[config.mk]
export PLATFORM = sky130hd
export DESIGN_NAME = serial_to_parallel_rx
export DESIGN_NICKNAME = d
export VERILOG_FILES = /design/src/rtl/phy_pkg.sv /design/src/rtl/rx_shift8.sv /design/src/rtl/serial_to_parallel_rx.sv
export SDC_FILE = /design/constraint.sdc
export NUM_CORES = 1
export LEC_CHECK = 0
export CORE_MARGIN = 5
export CORE_UTILIZATION = 50
export CTS_CLUSTER_SIZE = 40
export DETAILED_ROUTE_END_ITERATION = 10
export PLACE_DENSITY = 0.83
export SLEW_MARGIN = 40
export SYNTH_ARGS = -nofsm -noshare
export SYNTH_HDL_FRONTEND = slang
export SYNTH_HIERARCHICAL = 1
export SYNTH_SLANG_ARGS = --single-unit
[constraint.sdc]
create_clock -name clk32f -period 5 [get_ports clk32f]
set_clock_uncertainty 0.2 [all_clocks]
set_input_delay 1 -clock clk32f [delete_from_list [all_inputs] [get_ports clk32f]]
set_output_delay 1 -clock clk32f [all_outputs]
set_load 0.05 [all_outputs]
[src/rtl/phy_pkg.sv]
// Shared PHY definitions: sync-state codes and K-symbols used by both the
// receive aligner and the transmit-side idle logic.
package phy_pkg;

    // Alignment states; encoding 2'b11 is unused and recovers to SEARCH
    typedef enum logic [1:0] {
        SEARCH = 2'b00,
        ALIGN  = 2'b01,
        ACTIVE = 2'b10
    } sync_state_t;

    // K-symbols
    localparam logic [7:0] K_COM = 8'hBC;
    localparam logic [7:0] K_IDL = 8'h7C;

    // Aligned COMs needed before the link is declared active
    localparam int COM_LOCK_DEFAULT = 4;

endpackage

[src/rtl/rx_shift8.sv]
// Serial shift register plus symbol bit counter. Presents the byte that
// would be formed by the bit arriving this cycle (nb) so the FSM can decide
// on the same edge that samples a symbol's last bit.
module rx_shift8
    import phy_pkg::*;
#(
    parameter int DATA_W = 8
) (
    input  logic              clk,
    input  logic              reset,
    input  logic              in_serial,
    input  logic              realign,
    output logic [DATA_W-1:0] nb,
    output logic              at_boundary
);

    localparam int              CNT_W = $clog2(DATA_W);
    localparam logic [CNT_W-1:0] LAST = CNT_W'(DATA_W - 1);

    // Only the newest DATA_W-1 bits are ever read back, so the oldest bit of
    // the shift register is not stored.
    logic [DATA_W-2:0] hist;
    logic [CNT_W-1:0]  bit_cnt;

    assign nb          = {hist, in_serial};
    assign at_boundary = (bit_cnt == LAST);

    // Shift in one bit per edge; the counter wraps at the symbol boundary or
    // is pulled back to 0 when the FSM finds a new alignment.
    always_ff @(posedge clk or negedge reset) begin
        if (!reset) begin
            hist    <= '0;
            bit_cnt <= '0;
        end else begin
            hist <= nb[DATA_W-2:0];
            if (realign || at_boundary) begin
                bit_cnt <= '0;
            end else begin
                bit_cnt <= bit_cnt + 1'b1;
            end
        end
    end

endmodule

[src/rtl/serial_to_parallel_rx.sv]
// Serial-to-parallel receiver: finds byte alignment on COM, declares the
// link active after COM_LOCK aligned COMs and delivers data bytes with a
// one-cycle valid strobe.
// Optional feature: define RX_IDLE_DROP_EN to discard IDL symbols in ACTIVE.
module serial_to_parallel_rx
    import phy_pkg::*;
#(
    parameter int                DATA_W   = 8,
    parameter logic [DATA_W-1:0] COM      = DATA_W'(K_COM),
    parameter logic [DATA_W-1:0] IDL      = DATA_W'(K_IDL),
    parameter int                COM_LOCK = COM_LOCK_DEFAULT
) (
    input  logic              clk32f,
    input  logic              reset,
    input  logic              in_serial,
    output logic [DATA_W-1:0] out_data,
    output logic              out_valid,
    output logic              active,
    output logic [1:0]        sync_st
);

`ifdef RX_IDLE_DROP_EN
    localparam bit DROP_IDL = 1'b1;
`else
    localparam bit DROP_IDL = 1'b0;
`endif

    localparam logic [3:0] LOCK = 4'(COM_LOCK);

    sync_state_t       state, state_d;
    logic [3:0]        com_cnt, com_cnt_d, com_inc;
    logic [DATA_W-1:0] data_d;
    logic              valid_d;
    logic              realign;
    logic [DATA_W-1:0] nb;
    logic              at_boundary;
    logic              is_fill;

    rx_shift8 #(
        .DATA_W (DATA_W)
    ) u_shift (
        .clk         (clk32f),
        .reset       (reset),
        .in_serial   (in_serial),
        .realign     (realign),
        .nb          (nb),
        .at_boundary (at_boundary)
    );

    // Fill symbols never reach the demux: COM always, IDL only when dropping
    assign is_fill = (nb == COM) || (DROP_IDL && (nb == IDL));
    assign com_inc = com_cnt + 4'd1;

    // Next-state, COM counting and data capture decisions
    always_comb begin
        state_d   = state;
        com_cnt_d = com_cnt;
        data_d    = out_data;
        valid_d   = 1'b0;
        realign   = 1'b0;
        case (state)
            SEARCH: begin
                // Bit-level hunt: any position may start a symbol
                if (nb == COM) begin
                    realign   = 1'b1;
                    com_cnt_d = 4'd1;
                    if (COM_LOCK == 1) begin
                        state_d = ACTIVE;
                    end else begin
                        state_d = ALIGN;
                    end
                end
            end
            ALIGN: begin
                if (at_boundary) begin
                    if (nb == COM) begin
                        com_cnt_d = com_inc;
                        if (com_inc == LOCK) begin
                            state_d = ACTIVE;
                        end
                    end else begin
                        com_cnt_d = '0;
                        state_d   = SEARCH;
                    end
                end
            end
            ACTIVE: begin
                // Sticky until reset; unaligned COM look-alikes are ignored
                if (at_boundary && !is_fill) begin
                    data_d  = nb;
                    valid_d = 1'b1;
                end
            end
            default: begin
                state_d   = SEARCH;
                com_cnt_d = '0;
            end
        endcase
    end

    // State, COM counter and registered outputs
    always_ff @(posedge clk32f or negedge reset) begin
        if (!reset) begin
            state     <= SEARCH;
            com_cnt   <= '0;
            out_data  <= '0;
            out_valid <= 1'b0;
        end else begin
            state     <= state_d;
            com_cnt   <= com_cnt_d;
            out_data  <= data_d;
            out_valid <= valid_d;
        end
    end

    assign active  = (state == ACTIVE);
    assign sync_st = state;

endmodule

==> metrics.txt, run 1 <==
status complete, no violations; slowest cell delay on critical path 0.80 ns; io pins 15; DRT Wirelength 1910 um; gr usage total 0.132; Final #Nets 105; Synth Flop Type dfrtp_1; Hold Path Class reg2reg; Root Buffer clkbuf_4; vias in the first global route 735; Reg clk slew, reported paths 0.12 ns; first-pass iteration count of the detailed router 4; GP Congestion 0.892; Max Cap Viol 0; Crit-path slowest cell clkdlybuf4s50_1; DPL Wire Length 1390 um; Horiz. Die Dim 57.5 um; final core occ 0.598; Core Area 0.00219 mm2; post-cts resize count 0; initial antenna violation count 0; final instance area 0.00131 mm2; WP data arrival 1.92 ns; layout cells sized above 1 0.206; Hold Buf Count CTS 0; setup_tns 0 ns; Sequential Power Share 0.594; Net Sw Frac 0.278; Distinct cells, synth 36; Critical Setup Path Class reg2out; RSZ-0062 raised after global routing false; Worst EP required 3.80 ns; Iter 0 DRT Violations 12; crit-path cells and2b_2, clkdlybuf4s50_1; peak supply drop 0.231 mV; worst hold margin 0.226 ns; endpoints failing hold 0; multi-input logic area 477 um2; pwr dens 305 mW/mm2; die height 57.5 um; fmax 321 MHz; vias per cell 5.49; Remaining DRCs 0; Post-DP Area 0.00128 mm2; Layout area overhead 15.9%; Combinational Power Share 0.191; reg2reg setup slack 3.07 ns; CTS tree yes; Final Setup Violations 0; Clk pwr share 0.214; global-route wire length before repair 3420 um; Starting Density 0.516; number of setup buffers added after CTS 0; crit end category output pin; Fillers 181; final worst-path cycle share 0.624; #FFs+latches synth 25; Antenna Violating Nets Remaining 0; # diodes 0; Worst-Skew Late Latency 0.31 ns; Leak Pwr 0.546 nW; Register Area 626 um2; Net Sw Power 0.111 mW; post-synthesis sequential area ratio 0.554; Internal Power 0.289 mW; Clock Path Buffers 2; Rel. slew slack 0.648; Rows 17; Mapped Cells 82; Post-Syn Nets 89; cts bufs inserted 3; peak fanout along the critical path 11; Syn. warnings 6; Worst setup SP type flop; die area 0.00331 mm2; PortBufs 14; Mean Syn Cell Area 13.8 um2; CTS Sinks 25; Pins Over Slew Limit 0; drt wl/cell 15.3 um; largest net degree at the start of global routing 26; Final min period 3.12 ns; ys async rst share 1.00; vias 686; Post-synth EDFFs 0; H-tree levels 1; Synth Cell Area 0.00113 mm2; Worst Tran Pin Value 0.528 ns; global route overflow 0
==> layout make-up <==
cell class                      instances  area share
Timing Repair Buffer                   14       0.103
Inverter                                3     0.00860
Tap cell                               28      0.0267
Multi-Input combinational cell         51       0.364
Clock buffer                            4      0.0201
Sequential cell                        25       0.478
==> cells by family after synthesis <==
group / after synthesis / synth area share
AOI/OAI and AO/OA: 15 / 0.106
xor gates and xnor gates: 1 / 0.00775
adders and majority gates: 4 / 0.0443
buffers and inverters: 6 / 0.0244
DFF: 25 / 0.554
muxes: 8 / 0.106
and+or+nand+nor: 23 / 0.157
==> metrics by stage <==
| stage | setup slack, ns | total power, mW | instances |
|---|---|---|---|
| 6_report | 1.88 | 0.400 | 125 |
| 4_1_cts | 1.87 | 0.406 | 125 |
| 3_5_place_dp | 2.18 | 0.320 | 121 |
| 2_1_floorplan | 2.60 | 0.298 | 82 |
| 3_3_place_gp | 2.24 | 0.315 | 121 |
| 5_1_grt | 1.80 | 0.428 | 125 |
==> critical path, delay by kind of cell, from the launching register on <==
kind	cells	cell delay (ns)
buffers and inverters	1	0.80
flip-flops	1	0.50
AND/OR/NAND/NOR	1	0.30
==> power by group through the flow <==
stage          Sequential, mW  Clock (mW)  Combinational (mW)
5_1_grt                 0.242      0.0988              0.0879
3_5_place_dp            0.243           0              0.0775
2_1_floorplan           0.242           0              0.0565
4_1_cts                 0.238      0.0901              0.0777
6_report                0.238      0.0857              0.0766
3_3_place_gp            0.241           0              0.0740
==> path summary, 6_finish.rpt <==
| check | start | to | depth (start not counted) |
|---|---|---|---|
| setup / recovery | sync_st[0] | active | 2 |
| hold / removal | u_shift/hist[5] | u_shift/hist[6] | 0 |
| setup reg to reg | u_shift/bit_cnt[0] | out_data[7] | 5 |
| hold reg to reg | u_shift/hist[5] | u_shift/hist[6] | 0 |
| max in group asynchronous | reset | com_cnt[2] | 1 |
| min in group asynchronous | reset | u_shift/bit_cnt[2] | 1 |
==> registers in the layout, summed over array words and instances (netlist names) <==
signal           cells
u_shift/bit_cnt      3
out_valid            1
sync_st              2
u_shift/hist         7
com_cnt              4
out_data             8
==> metal layers <==
metal,vias up,wire length (um),track usage
met5,-,0,0
met4,0,17,0.0497
met3,2,76,0.0317
met2,13,930,0.206
met1,340,889,0.179
li1,331,-,-
==> layout by cell type (no fill, tap or decap), types with 2 or more instances in the layout <==
cell type	instances
a32o_1	2
clkbuf_4	3
clkdlybuf4s50_1	13
dfrtp_1	25
ha_1	4
inv_1	3
mux2_4	8
nand2_1	3
nor2b_1	3
nor3_1	2
nor3b_1	3
nor4_1	2
o21ai_0	2
==> Yosys cell counts (all sizes together) (2+ instances only) <==
master,instances,area share
dfrtp,25,0.55
a32o,2,0.018
nor3,3,0.018
buf,2,0.011
o21ai,3,0.013
nor3b,3,0.020
nor2b,3,0.017
nand2,4,0.016
nor2,3,0.031
nor4,2,0.011
inv,3,0.010
mux2,8,0.11
ha,4,0.044
Note: power is estimated with default switching activity, not from simulation.
==> run 2: changes to the inputs <==
CORE_UTILIZATION = 47   (was 50)
PLACE_DENSITY = 0.82   (was 0.83)
clock period = 2.71 ns   (was 5 ns; I/O delays follow)
==> run 2 against run 1 <==
Clock power up 95%. Combinational power rose by 88%. Global-route usage grew 0.31 points. Largest cell class unchanged. Sequential cell count unchanged. Setup slack got worse by 1.7 ns. Largest power group unchanged. Die area grew 5.3%.
==> metrics.txt, run 2 (synthesized netlist as in run 1, its figures left out) <==
final worst-path cycle share 0.916; DRT Wirelength 1930 um (+0.84%); Hold Path Class reg2reg; Antenna Violating Nets Remaining 0 (unchanged); Worst-Skew Late Latency 0.32 ns (about the same); Final #Nets 106 (+0.95%); worst setup margin 0.227 ns (-1.65 ns); final instance area 0.00133 mm2 (+1.4%); biggest regs out_data: 8 flops, u_shift/hist: 7 flops, com_cnt: 4 flops; peak fanout along the critical path 11 (unchanged); first-pass iteration count of the detailed router 4 (unchanged); Fillers 209 (+15%); WP data arrival 1.74 ns (-0.18 ns); Post-DP Area 0.00130 mm2 (+0.97%); worst hold margin 0.214 ns (-0.0122 ns); layout cells sized above 1 0.214 (+0.00810); vias per cell 5.57 (+1.5%); vias 702 (+2.3%); worst reg2reg endpoint out_data[4]; Final Setup Violations 0 (unchanged); io pins 15 (unchanged); die area 0.00348 mm2 (+5.3%); DP Cell Count 122 (+0.83%); H-tree levels 1 (unchanged); Reg2Reg Launch Point u_shift/bit_cnt[0]; Starting Density 0.501 (-0.0146); Worst setup SP type flop; CTS Sinks 25 (unchanged); global-route wire length before repair 3520 um (+3.0%); commonest non-fill, non-tap cells in the layout 25 x dfrtp_1, 13 x clkdlybuf4s50_1, 8 x mux2_4; die height 59.0 um (+2.6%); Worst EP required 1.97 ns (-1.83 ns); reg2reg setup slack 0.79 ns (-2.28 ns); crit-path cells clkdlybuf4s50_1; Clock Path Buffers 2 (unchanged); Remaining DRCs 0 (unchanged); fmax 403 MHz; Max Cap Viol 0 (unchanged); CP top delay family buffers and inverters; GP Congestion 0.887 (-0.46%); total chip power 0.751 mW (+88%); Crit-path slowest cell clkdlybuf4s50_1; drt wl/cell 15.3 um (about the same); pwr dens 565 mW/mm2 (+85%); CTS tree yes; Final min period 2.48 ns; Critical Setup Path Class reg2out; RSZ-0062 raised after global routing false; Root Buffer clkbuf_4; DPL Wire Length 1410 um (+1.7%); Leak Pwr 0.568 nW (+4.1%); initial antenna violation count 0 (unchanged); vias in the first global route 760 (+3.4%); fin cells 126 (+0.80%); slowest cell delay on critical path 0.87 ns (+0.07 ns); Worst Tran Pin Value 0.565 ns (+0.0361 ns); cts bufs inserted 3 (unchanged); crit end category output pin; Horiz. Die Dim 59.0 um (+2.6%); Worst Hold Launch u_shift/hist[5]; Rel. slew slack 0.620 (-0.0276); Reg with most FFs out_data; R2R depth 5 (unchanged); endpoints failing hold 0 (unchanged); # diodes 0 (unchanged); Reg clk slew, reported paths 0.13 ns (about the same); Iter 0 DRT Violations 5 (-7); Pins Over Slew Limit 0 (unchanged); status complete, no violations; Min-Delay Path Depth 0 (unchanged); commonest non-fill, non-tap cell in the layout dfrtp_1; setup_tns 0 ns (unchanged); Rows 17 (unchanged); number of setup buffers added after CTS 0 (unchanged); Setup WS pre-CTS 0.377 ns (-1.81 ns); Layout area overhead 17.6%; gr usage total 0.136 (+0.00307); PortBufs 14 (unchanged); global route overflow 0 (unchanged); final core occ 0.589 (-0.00860); Buf/Inv on CP 1 (unchanged); largest net degree at the start of global routing 26 (unchanged); peak supply drop 0.432 mV (+87%); max reg flops 8 (unchanged); Worst Hold End u_shift/hist[6]; Core Area 0.00225 mm2 (+2.9%)
==> run 2: cell types whose count changed in the layout (fill, tap and decap cells not counted), sizes merged <==
cell and change:
clkinvlp +1, dlymetal6s2s +1, clkbuf -1
==> run 2: area by class of cell <==
type,instances,area [um2],area share
clock buffer,3,22.5,0.0169
inverter,3,11.3,0.00847
multi-input combinational,51,477,0.359
clock inverter,1,7.51,0.00565
timing repair buffer,15,150,0.113
sequential,25,626,0.471
tap,28,35.0,0.0264
==> run 2: worst max-delay path by stage <==
stage | start | endpoint | slack [ns] | depth (start not counted)
detailed placement | in_serial | out_data[0] | 0.38 | 5
floorplan | sync_st[0] | out_data[0] | 0.56 | 5
finish | sync_st[0] | sync_st[0] | 0.23 | 1
global placement | sync_st[0] | active | 0.40 | 2
CTS | sync_st[0] | active | 0.02 | 2
global route | sync_st[0] | sync_st[0] | 0.14 | 1
==> run 2: timing repair <==
item                       CTS  global route
setup endpoints to repair    0             1
gates resized for setup      0             1
hold buffers                 0             0
==> run 2: routing by layer <==
| metal | GRT usage | vias to the layer above | wire (um) | part of all wire |
|---|---|---|---|---|
| met5 | 0 | - | 0 | 0 |
| met4 | 0.0874 | 0 | 52 | 0.027 |
| met3 | 0.0327 | 4 | 90 | 0.047 |
| met2 | 0.208 | 21 | 880 | 0.46 |
| met1 | 0.169 | 348 | 906 | 0.47 |
| li1 | - | 329 | - | - |
==> run 2: power breakdown <==
group	total, mW	internal (mW)	switching (mW)
combinational	0.144	0.0699	0.0745
sequential	0.440	0.409	0.0313
clock	0.167	0.0565	0.111
